===== src/rtl/soc_mgmt_syscfg_apb_demux.sv =====
// APB 1-to-NumSub demux for the syscfg subordinates: local decode-error response,
// per-access PREADY watchdog, and a last-error log with a saturating error count.
module soc_mgmt_syscfg_apb_demux #(
    parameter int unsigned NumSub     = 5,
    parameter int unsigned IdxW       = 3,
    parameter int unsigned AddrW      = 19,
    parameter int unsigned DataW      = 32,
    parameter int unsigned TimeoutCyc = 256
) (
    input  logic                    i_clk,
    input  logic                    i_rst,
    input  logic                    i_psel,
    input  logic                    i_penable,
    input  logic                    i_pwrite,
    input  logic [AddrW-1:0]        i_paddr,
    input  logic [DataW-1:0]        i_pwdata,
    input  logic [DataW/8-1:0]      i_pstrb,
    input  logic [2:0]              i_pprot,
    output logic                    o_pready,
    output logic [DataW-1:0]        o_prdata,
    output logic                    o_pslverr,
    input  logic [IdxW-1:0]         i_dec_idx,
    input  logic                    i_dec_err,
    output logic [NumSub-1:0]       o_sub_psel,
    output logic                    o_sub_penable,
    output logic                    o_sub_pwrite,
    output logic [AddrW-1:0]        o_sub_paddr,
    output logic [DataW-1:0]        o_sub_pwdata,
    output logic [DataW/8-1:0]      o_sub_pstrb,
    output logic [2:0]              o_sub_pprot,
    input  logic [NumSub-1:0]       i_sub_pready,
    input  logic [NumSub*DataW-1:0] i_sub_prdata,
    input  logic [NumSub-1:0]       i_sub_pslverr,
    output logic                    o_err_valid,
    output logic [AddrW-1:0]        o_err_addr,
    output logic [1:0]              o_err_cause,
    output logic [7:0]              o_err_cnt,
    input  logic                    i_err_clr
);

    localparam int unsigned CntW = $clog2(TimeoutCyc);
    localparam logic [CntW-1:0] CntLast = CntW'(TimeoutCyc - 1);

    typedef enum logic [1:0] {
        IDLE,
        FWD,
        DERR
    } state_t;

    state_t          state, state_nxt;
    logic [IdxW-1:0] idx_q, idx_nxt;
    logic [CntW-1:0] tmo_cnt, tmo_nxt;
    logic            setup, dec_bad;
    logic            sel_ready, sel_err;
    logic [DataW-1:0] sel_rdata;
    logic [1:0]      cause_now;
    logic            err_now;

    function automatic logic [NumSub-1:0] onehot(input logic [IdxW-1:0] idx);
        logic [NumSub-1:0] oh;
        oh = '0;
        for (int unsigned k = 0; k < NumSub; k++) begin
            if (32'(idx) == k) oh[k] = 1'b1;
        end
        return oh;
    endfunction

    assign setup   = i_psel & ~i_penable;
    assign dec_bad = i_dec_err | (32'(i_dec_idx) >= NumSub);

    always_comb begin
        sel_ready = 1'b0;
        sel_err   = 1'b0;
        sel_rdata = '0;
        for (int unsigned k = 0; k < NumSub; k++) begin
            if (32'(idx_q) == k) begin
                sel_ready = i_sub_pready[k];
                sel_err   = i_sub_pslverr[k];
                sel_rdata = i_sub_prdata[k*DataW +: DataW];
            end
        end
    end

    always_comb begin
        state_nxt     = state;
        idx_nxt       = idx_q;
        tmo_nxt       = tmo_cnt;
        o_sub_psel    = '0;
        o_sub_penable = 1'b0;
        o_pready      = 1'b0;
        o_prdata      = '0;
        o_pslverr     = 1'b0;
        cause_now     = 2'd0;
        case (state)
            IDLE: begin
                tmo_nxt = '0;
                if (setup) begin
                    if (dec_bad) begin
                        state_nxt = DERR;
                    end else begin
                        state_nxt  = FWD;
                        idx_nxt    = i_dec_idx;
                        o_sub_psel = onehot(i_dec_idx);
                    end
                end
            end
            FWD: begin
                o_sub_psel    = onehot(idx_q);
                o_sub_penable = i_penable;
                if (i_penable) begin
                    // subordinate PREADY beats the watchdog when both land together
                    if (sel_ready) begin
                        o_pready  = 1'b1;
                        o_prdata  = sel_rdata;
                        o_pslverr = sel_err;
                        cause_now = 2'd3;
                        state_nxt = IDLE;
                    end else if (tmo_cnt == CntLast) begin
                        o_pready   = 1'b1;
                        o_pslverr  = 1'b1;
                        o_sub_psel = '0;
                        cause_now  = 2'd2;
                        state_nxt  = IDLE;
                    end else begin
                        o_prdata = sel_rdata;
                        tmo_nxt  = tmo_cnt + 1'b1;
                    end
                end
            end
            DERR: begin
                if (i_penable) begin
                    o_pready  = 1'b1;
                    o_pslverr = 1'b1;
                    cause_now = 2'd1;
                    state_nxt = IDLE;
                end
            end
            default: state_nxt = IDLE;
        endcase
    end

    assign err_now = o_pready & o_pslverr;

    always_ff @(posedge i_clk) begin
        if (i_rst) begin
            state       <= IDLE;
            idx_q       <= '0;
            tmo_cnt     <= '0;
            o_err_valid <= 1'b0;
            o_err_addr  <= '0;
            o_err_cause <= 2'd0;
            o_err_cnt   <= 8'd0;
        end else begin
            state   <= state_nxt;
            idx_q   <= idx_nxt;
            tmo_cnt <= tmo_nxt;
            if (err_now) begin
                o_err_valid <= 1'b1;
                o_err_addr  <= i_paddr;
                o_err_cause <= cause_now;
                if (i_err_clr) begin
                    o_err_cnt <= 8'd1;
                end else if (o_err_cnt != 8'hFF) begin
                    o_err_cnt <= o_err_cnt + 8'd1;
                end
            end else if (i_err_clr) begin
                o_err_valid <= 1'b0;
                o_err_cause <= 2'd0;
                o_err_cnt   <= 8'd0;
            end
        end
    end

    assign o_sub_pwrite = i_pwrite;
    assign o_sub_paddr  = i_paddr;
    assign o_sub_pwdata = i_pwdata;
    assign o_sub_pstrb  = i_pstrb;
    assign o_sub_pprot  = i_pprot;

endmodule

===== config.mk =====
export PLATFORM = sky130hd
export DESIGN_NAME = soc_mgmt_syscfg_apb_demux
export DESIGN_NICKNAME = d
export VERILOG_FILES = /design/src/rtl/soc_mgmt_syscfg_apb_demux.sv
export SDC_FILE = /design/constraint.sdc
export NUM_CORES = 1
export LEC_CHECK = 0
export BUFFER_PORTS_ARGS = -buffer_cell sky130_fd_sc_hd__buf_2
export CORE_AREA = 3 3 140 142
export CTS_BUF_LIST = sky130_fd_sc_hd__clkbuf_16
export CTS_CLUSTER_SIZE = 8
export DETAILED_ROUTE_END_ITERATION = 6
export DIE_AREA = 0 0 143 145
export HOLD_SLACK_MARGIN = 0.03
export PLACE_DENSITY_LB_ADDON = 0.12
export SLEW_MARGIN = 30
export SYNTH_ARGS = -nofsm -noshare
export SYNTH_HDL_FRONTEND = slang
export SYNTH_SLANG_ARGS = --single-unit
export TNS_END_PERCENT = 30

===== constraint.sdc =====
create_clock -name i_clk -period 2.1 [get_ports i_clk]
set_input_delay 0.42 -clock i_clk [delete_from_list [all_inputs] [get_ports i_clk]]
set_output_delay 0.42 -clock i_clk [all_outputs]
set_load 0.02 [all_outputs]

==> impl_results.md, run 1 <==
- FF+latch count, synth: 43
- Post-synth ARST share: 0%
- Top cell type's share of synthesized area: 21.4%
- # setup viols final: 63
- Root buf cell: clkbuf_16
- Max Slew Vio Count: 0
- Top cells by count, synth: buf_4 (65), nor2_1 (54), dfxtp_1 (43)
- Post-synth EDFFs: 0
- # H-tree levels: 2
- Tmin final: 2.44 ns
- Critical path class: register to primary output
- Setup TNS: -14.07 ns
- Fill cell count: 1994
- Total Power: 2.31 mW
- Fin crit share: 116%
- Max Clk Rate: 409 MHz
- CP required: 1.68 ns
- Max_cap viols: 0
- CP endpoint kind: primary output
- R2R Path Start: idx_q[0]
- Comb pwr share: 31.3%
- Clock transition at path regs: 0.07 ns
- RSZ-0062 raised after global routing: true
- Power density over cell area: 372 nW/um^2
- Die height: 145 microns
- WHS Endpoint: o_err_addr[9]
- Finished Layout Cells: 947
- Leak: 2.77 nW
- Area of the multi-input gates: 2680 sq um
- I/O Buffers: 286
- Drt first pass iters: 4
- Measured slew at the worst slew-check pin: 0.434 ns
- CP Launch Type: register
- Worst hold slack: 0.392 ns
- Drt drc: 0
- GRT Residual Overflow: 0
- Seq pwr share: 35.8%
- Area growth syn-to-layout: 54.1%
- Antenna violations before repair: 4
- Setup Skew: 0.00665 ns
- DP HPWL: 16.0 mm
- Largest net degree at the start of global routing: 34
- Die X: 143 microns
- Initial DRC Count: 184
- Setup WS post-layout: -0.342 ns
- Clock Power Share: 32.9%
- Critical Path AT: 2.02 ns
- Most numerous cell in the Yosys netlist: buf_4
- Critical R2R Capture: o_err_addr[2]
- CTS Sinks: 43
- Vias in the first global route: 4715
- CTS buffer count: 5
- Synth Instances: 451
- Max FO, Critical Path: 4
- Outcome: finished, violations left
- R2R cell count: 8
- YS warnings: 0
- Synth Cell Area: 4020 sq um
- Worst Hold Launch: i_paddr[9]
- Global placer's final weighted congestion: 0.920
- Clk_lat worst skew: 0.29 ns
- Hold Crit Depth: 3
- Failing checks: negative setup slack
- Post-place setup slack: -0.223 ns
- Nets@finish: 953
- Leading post-synthesis cells by cell area: dfxtp_1 (21%), mux4_2 (18%), buf_4 (12%)
- Share of cells above drive strength 1: 68.0%
- Count of different cell masters after synthesis: 57
- Dominant cell type by area after synthesis: dfxtp_1
- First-pass GRT wire length: 28.1 mm
- DR vias: 4525
- Final hold vios: 0
- Register area share after synthesis: 21.4%
- Final WL: 19.6 mm
- HP Class: primary input to register
- Max rail drop VDD: 0.000269 V
- DR WL/cell: 20.7 microns
- IO Count: 367
- Sw Pwr: 692 uW
- Die Area: 20700 sq um
- Vias per cell: 4.78
- CTS tree: built
- FP Rows: 50
- GRT Total Usage: 17.5%
- Register area: 872 sq um
- Syn Area/Cell: 8.92 sq um
- Rel. slew slack: 71.1%
- Starting Density: 21.6%
- Core ar.: 18600 sq um
- Pint: 1.61 mW
- Post-route ant nets: 0
- Switch share: 30.0%
- Synth Flop Type: dfxtp_1
- CTS Buffer Depth: 2
- FF-to-FF setup slack: -0.15 ns
- Inst Count DP: 928
- Syn nets: 694
- Hold Buf Count CTS: 0
routing by layer:
layer	GRT usage, %	share of wire, %
met1	20.0	38
met2	30.2	49
met3	6.66	11
met5	0	0
met4	5.18	2.1
kinds of logic (layout without fill, tap and decap cells):
kind of cell             count (synthesis)  after routing  share of synthesized area, %
XOR/XNOR                                 6              6                          1.31
AO/OA/AOI/OAI                          112            112                          21.8
AND/OR/NAND/NOR                        139            139                          16.4
flip-flops                              43             43                          21.4
buffers and inverters                  109            367                          18.0
adder cells (fa/ha/maj)                  5              5                          1.56
multiplexers                            37             37                          19.6
other                                    0              4                             0
timing repair:
item	CTS	global route
pin swaps	13	11
gates cloned	3	0
setup buffers	7	1
gates resized for setup	75	41
endpoints found under the setup margin	66	67
endpoints found under the hold margin	0	0
critical path: stages, from the launching register on:
cell and delay [ns]:
dfxtp_4 0.37, buf_6 0.11, mux4_2 0.50, a221o_1 0.35, nand2b_4 0.17, nand2_4 0.08, inv_4 0.04, buf_6 0.12
power by group through the flow:
stage,clock (mW),combinational (mW),sequential (mW)
2_1_floorplan,0,0.454,0.846
3_3_place_gp,0,0.658,0.846
3_5_place_dp,0,0.662,0.846
4_1_cts,0.793,0.712,0.826
5_1_grt,0.820,0.776,0.826
6_report,0.759,0.721,0.826
area by class of cell:
cell class	instances	share of cell area, %
Inverter	14	0.928
Clock inverter	1	0.121
Sequential cell	43	14.1
Clock buffer	5	2.02
Multi-Input combinational cell	299	43.1
Timing Repair Buffer	347	34.8
Antenna cell	4	0.161
Tap cell	234	4.72
flip-flops by register name, indices dropped and copies added (netlist names):
register / flops
tmo_cnt: 8
o_err_valid: 1
o_err_cause: 2
idx_q: 3
o_err_cnt: 8
state: 2
o_err_addr: 19
cells in the final DEF, fill, tap and decap left out, types with 7 or more instances in the layout:
master   count
mux4_2      33
dfxtp_1     38
buf_6       28
nor2_4       9
a21oi_1      7
buf_4       54
a22oi_2      8
nor2_2       8
nor2_1      37
o21ai_2     20
a22oi_1     24
buf_2      258
nand2_1     18
inv_1       11
nand3_1     26
a21oi_2     20
how the worst max path moves through the flow:
stage                          startpoint           end  slack [ns]  cells after the start
after CTS                        idx_q[0]     o_pslverr       -0.41                      7
after detailed placement  i_sub_pready[2]  o_prdata[13]       -0.22                      8
after global routing           tmo_cnt[0]  o_prdata[15]       -0.42                      8
final                            idx_q[0]     o_pslverr       -0.34                      7
after global placement    i_sub_pready[2]  o_prdata[13]       -0.20                      8
after floorplan                  idx_q[0]  o_prdata[10]       -0.08                      7
per-stage QoR:
step / instance area (sq um) / utilization [%]
global route: 6200 / 33.4
global placement: 5570 / 30.0
detailed placement: 5570 / 30.0
CTS: 6080 / 32.7
finish: 6200 / 33.4
floorplan: 4020 / -
(Power assumes the default switching activity.)
==> run 2, diff against run 1 <==
--- a/config.mk
+++ b/config.mk
@@ -12,7 +12,8 @@
 export DETAILED_ROUTE_END_ITERATION = 6
 export DIE_AREA = 0 0 143 145
 export HOLD_SLACK_MARGIN = 0.03
-export PLACE_DENSITY_LB_ADDON = 0.12
+export PLACE_DENSITY = 0.64
+export RECOVER_POWER = 25
 export SLEW_MARGIN = 30
 export SYNTH_ARGS = -nofsm -noshare
 export SYNTH_HDL_FRONTEND = slang
==> run 2 against run 1 <==
  * The flow still finishes with violations (negative setup slack)
  * Non-clock buffer count down 4
  * Sequential power about the same
  * Critical endpoint is now o_prdata[1]
  * Clock power down 1%
  * Highest routed layer is now met5
  * Setup slack worse by 0.0093 ns
  * Sequential share of layout area up 0.30 points
  * Routed wire length down 1.5%
==> impl_results.md, run 2 (same netlist as run 1, synthesis figures left out) <==
- Critical Path AT: 2.03 ns
- Die height: 145 microns
- Clock transition at path regs: 0.07 ns
- Worst hold slack: 0.394 ns
- DR WL met3: 1.69 mm
- CP Buf/Inv Count: 3
- Setup TNS: -12.66 ns
- Finished Layout Cells: 944
- Max_cap viols: 0
- Max Clk Rate: 408 MHz
- Drt first pass iters: 5
- Setup Skew: 0.00921 ns
- # H-tree levels: 2
- First-pass GRT wire length: 26.5 mm
- Post-route ant nets: 0
- Measured slew at the worst slew-check pin: 0.480 ns
- GRT Residual Overflow: 0
- Core ar.: 18600 sq um
- Leading cell type in the layout, fill and taps excluded: buf_2
- R2R Path Start: idx_q[0]
- Max rail drop VDD: 0.000265 V
- Die Area: 20700 sq um
- HP Class: primary input to register
- Inst Count DP: 919
- DR WL/cell: 20.4 microns
- I/O Buffers: 286
- Vias in the first global route: 4332
- Crit path max-delay cell type: dfxtp_4
- Rel. slew slack: 68.0%
- CTS Buffer Depth: 2
- Leak: 2.74 nW
- Antenna violations before repair: 6
- Critical path class: register to primary output
- FF-to-FF setup slack: -0.12 ns
- Met1 wire length: 7.14 mm
- Global placer's final weighted congestion: 0.914
- Max FO, Critical Path: 13
- Final hold vios: 0
- CP Launch Type: register
- FP Rows: 50
- Root buf cell: clkbuf_16
- RSZ-0062 raised after global routing: true
- Max reg flops: 19
- DR vias: 4558
- Reg with most FFs: o_err_addr
- Hold Crit Depth: 3
- Initial DRC Count: 213
- Critical R2R Capture: o_err_cnt[1]
- Drt drc: 0
- Share of cells above drive strength 1: 65.6%
- Stages on worst setup path: 8
- # setup viols final: 65
- Max stage delay on crit path: 0.39 ns
- CTS tree: built
- IO Count: 367
- CTS buffer count: 5
- Largest net degree at the start of global routing: 33
- WHS Endpoint: o_err_addr[16]
- Setup WS post-layout: -0.351 ns
- Top flop regs: o_err_addr (19), o_err_cnt (8), tmo_cnt (8)
- Clk_lat worst skew: 0.29 ns
- Crit-path leading delay family: buffers and inverters
- CP required: 1.68 ns
- Most frequent cells in the layout: buf_2 (269), buf_4 (53), nor2_1 (51)
- CTS Sinks: 43
- Post-place setup slack: -0.157 ns
- Worst Hold Launch: i_paddr[16]
- DP HPWL: 15.6 mm
- Max Slew Vio Count: 0
- Vias per cell: 4.83
- Crit-path cells: mux2_4 > nand2_2 > a21bo_4 > o31ai_4 > buf_6 > buf_12 > nor2_1 > buf_2
- Die X: 143 microns
- Finished Core Util: 32.6%
- Power density over cell area: 378 nW/um^2
- Failing checks: negative setup slack
- Final WL: 19.3 mm
- Starting Density: 21.6%
- Met2 routed WL: 10.1 mm
- Fin crit share: 117%
- Top Metal Used: met5
- CP endpoint kind: primary output
- Tmin final: 2.45 ns
- R2R cell count: 8
- Area growth syn-to-layout: 50.5%
- Outcome: finished, violations left
- Nets@finish: 949
- GRT Total Usage: 16.9%
==> run 2: metal layers <==
layer,GRT usage [%],vias up
li1,-,2111
met1,19.3,2152
met2,30.8,267
met3,4.05,26
met4,4.99,2
met5,0,-
==> run 2: cell type report <==
cell class	count	area, sq um
clock buffers	5	125
diodes	3	7.51
inverters	14	57.6
clock inverters	3	15.0
repair buffers	343	2090
flip-flops and latches	43	870
well taps	234	293
fillers	1934	12500
multi-input cells	299	2600
==> run 2: metrics by stage <==
| step | power (mW) | cell area [sq um] |
|---|---|---|
| 3_5_place_dp | 1.50 | 5510 |
| 6_report | 2.29 | 6050 |
| 4_1_cts | 2.31 | 5990 |
| 2_1_floorplan | 1.30 | 4020 |
| 5_1_grt | 2.39 | 6050 |
| 3_3_place_gp | 1.50 | 5510 |
==> run 2: report_power, final <==
group	switching (mW)	total [mW]	internal, mW
combinational	0.353	0.712	0.359
clock	0.318	0.751	0.432
sequential	0.00623	0.827	0.821
==> run 2: repair_timing <==
action / 4_1_cts / 5_1_grt
gates resized for setup: 44 / 21
endpoints found under the setup margin: 67 / 67
hold endpoints to repair: 0 / 0
pin swaps: 10 / 9
hold buffers: 0 / 0
buffers inserted: 12 / 2
cloned: 3 / 1
==> run 2: how the worst max path moves through the flow <==
| stage | to | start |
|---|---|---|
| 2_1_floorplan | o_prdata[10] | idx_q[0] |
| 3_3_place_gp | o_pslverr | i_sub_pslverr[3] |
| 3_5_place_dp | o_pslverr | i_sub_pslverr[3] |
| 4_1_cts | o_prdata[1] | idx_q[0] |
| 5_1_grt | o_prdata[1] | idx_q[0] |
| 6_report | o_prdata[1] | idx_q[0] |
==> run 2: worst register-to-register path, delay by kind of cell, from the launching register on <==
family	cells	cell delay, ns
mux	1	0.50
simple gates	1	0.23
flops	1	0.39
buf+inv	3	0.46
compound gates	3	0.56
==> run 3, diff against run 2 <==
--- a/config.mk
+++ b/config.mk
@@ -14,6 +14,7 @@
 export HOLD_SLACK_MARGIN = 0.03
 export PLACE_DENSITY = 0.64
 export RECOVER_POWER = 25
+export SETUP_SLACK_MARGIN = 0.2
 export SLEW_MARGIN = 30
 export SYNTH_ARGS = -nofsm -noshare
 export SYNTH_HDL_FRONTEND = slang
==> run 3 against run 2 <==
  * The run still ends with negative setup slack left
  * Global-route usage shrank 0.36 points
  * Setup slack lost 0.061 ns
  * Sequential cell count did not move
  * Design area is 8.2% higher
  * Clock skew shrank 0.0024 ns
  * Critical endpoint is now o_prdata[23]
  * Largest power group unchanged
==> impl_results.md, run 3 (same netlist as run 1, synthesis figures left out) <==
- CTS tree: built
- Global placer's final weighted congestion: 0.978
- Fin crit share: 120%
- Max_cap viols: 0
- Leak: 2.86 nW
- RSZ-0062 raised after global routing: true
- Die height: 145 microns
- First-pass GRT wire length: 26.5 mm
- Share of cells above drive strength 1: 71.1%
- Max rail drop VDD: 0.000267 V
- Clock transition at path regs: 0.06 ns
- Final hold vios: 0
- Rel. slew slack: 69.3%
- Most frequent cells in the layout: buf_2 (250), buf_4 (58), buf_6 (41)
- Drt first pass iters: 4
- Largest net degree at the start of global routing: 33
- Vias in the first global route: 4582
- CTS buffer count: 5
- Nets@finish: 966
- Crit path max-delay cell type: dfxtp_4
- GRT Total Usage: 16.6%
- Critical path class: register to primary output
- Top flop regs: o_err_addr (19), o_err_cnt (8), tmo_cnt (8)
- Max FO, Critical Path: 17
- Max reg flops: 19
- Worst hold slack: 0.383 ns
- Leading cell type in the layout, fill and taps excluded: buf_2
- IO Count: 367
- Reg with most FFs: o_err_addr
- FP Rows: 50
- HP Class: primary input to register
- DP HPWL: 15.4 mm
- CTS Buffer Depth: 2
- Die Area: 20700 sq um
- CTS Sinks: 43
- Vias per cell: 4.87
- Max Slew Vio Count: 0
- Power density over cell area: 360 nW/um^2
- Register area: 867 sq um
- Initial DRC Count: 124
- Antenna violations before repair: 5
- Starting Density: 21.6%
- Hold Buf Count CTS: 0
- GRT Residual Overflow: 0
- Area of the multi-input gates: 2790 sq um
- Placement Cell Area: 5780 sq um
- CP Launch Type: register
- Tmin final: 2.51 ns
- Setup WS post-layout: -0.413 ns
- Final WL: 19.1 mm
- # setup viols final: 66
- Setup Skew: 0.00683 ns
- CP Buf/Inv Count: 6
- Crit-path leading delay family: buffers and inverters
- Clk_lat worst skew: 0.29 ns
- I/O Buffers: 286
- Failing checks: negative setup slack
- Critical Path AT: 2.09 ns
- Post-route ant nets: 0
- Outcome: finished, violations left
- Max stage delay on crit path: 0.37 ns
- Drt drc: 0
- Crit-path cells: buf_12 > bufbuf_16 > nor3_4 > buf_12 > buf_4 > a22oi_2 > buf_4 > nor2_4 > buf_6
- Finished Core Util: 35.2%
- CP endpoint kind: primary output
- Area growth syn-to-layout: 62.8%
- DR vias: 4673
- # H-tree levels: 2
- Root buf cell: clkbuf_16
- Post-route cell area: 6550 sq um
- Measured slew at the worst slew-check pin: 0.461 ns
- Max Clk Rate: 398 MHz
- Core ar.: 18600 sq um
- Fill cell count: 1941
- Die X: 143 microns
- DR WL/cell: 19.9 microns
- CP required: 1.68 ns
run 3: path summary, 6_finish.rpt:
check	startpoint	endpoint	slack, ns	cells past startpoint
worst max-delay path	idx_q[0]	o_prdata[23]	-0.41	9
worst max register to register	idx_q[0]	o_err_cnt[3]	-0.15	9
worst min register to register	o_err_addr[4]	o_err_addr[4]	0.46	2
worst min-delay path	i_rst	tmo_cnt[0]	0.38	2
run 3: power by group:
group	total (mW)	internal, mW	switching (mW)
clock network	0.765	0.435	0.330
registers	0.826	0.821	0.00574
logic	0.765	0.384	0.382
run 3: worst register-to-register path, cell delays in order (launching register included):
cell and delay [ns]:
dfxtp_4 0.37, buf_12 0.14, bufbuf_16 0.30, nor3_4 0.22
buf_4 0.15, a221o_1 0.17, nand2b_4 0.15, buf_4 0.30
a31oi_1 0.14, a41o_1 0.21
run 3: layer usage:
metal  wire [microns]  GRT usage [%]
met1             7110           18.8
met2             9690           30.2
met3             1700           4.02
met4              588           4.85
met5               30              0
run 3: timing repair:
item / CTS / global route
cloned: 3 / 1
pin swaps: 6 / 14
resized for setup: 46 / 70
buffers inserted: 8 / 3
setup endpoints to repair: 76 / 72
run 3: through the flow:
step                      setup slack, ns  setup TNS (ns)  cells  power, mW
after global routing               -0.478          -21.66    960       2.47
after global placement             -0.243           -8.23    935       1.54
after floorplan                    0.0597               0    451       1.33
after detailed placement           -0.222           -8.43    935       1.54
after CTS                          -0.429          -16.85    954       2.35
final                              -0.413          -15.20    960       2.36
run 3: final cells by class:
class                           instances  share of cell area, %
Multi-Input combinational cell        299                   42.6
Timing Repair Buffer                  360                   36.6
Sequential cell                        43                   13.2
Tap cell                              234                   4.47
Clock buffer                            5                   1.91
Inverter                               14                  0.879
Clock inverter                          3                  0.248
Antenna cell                            2                 0.0764
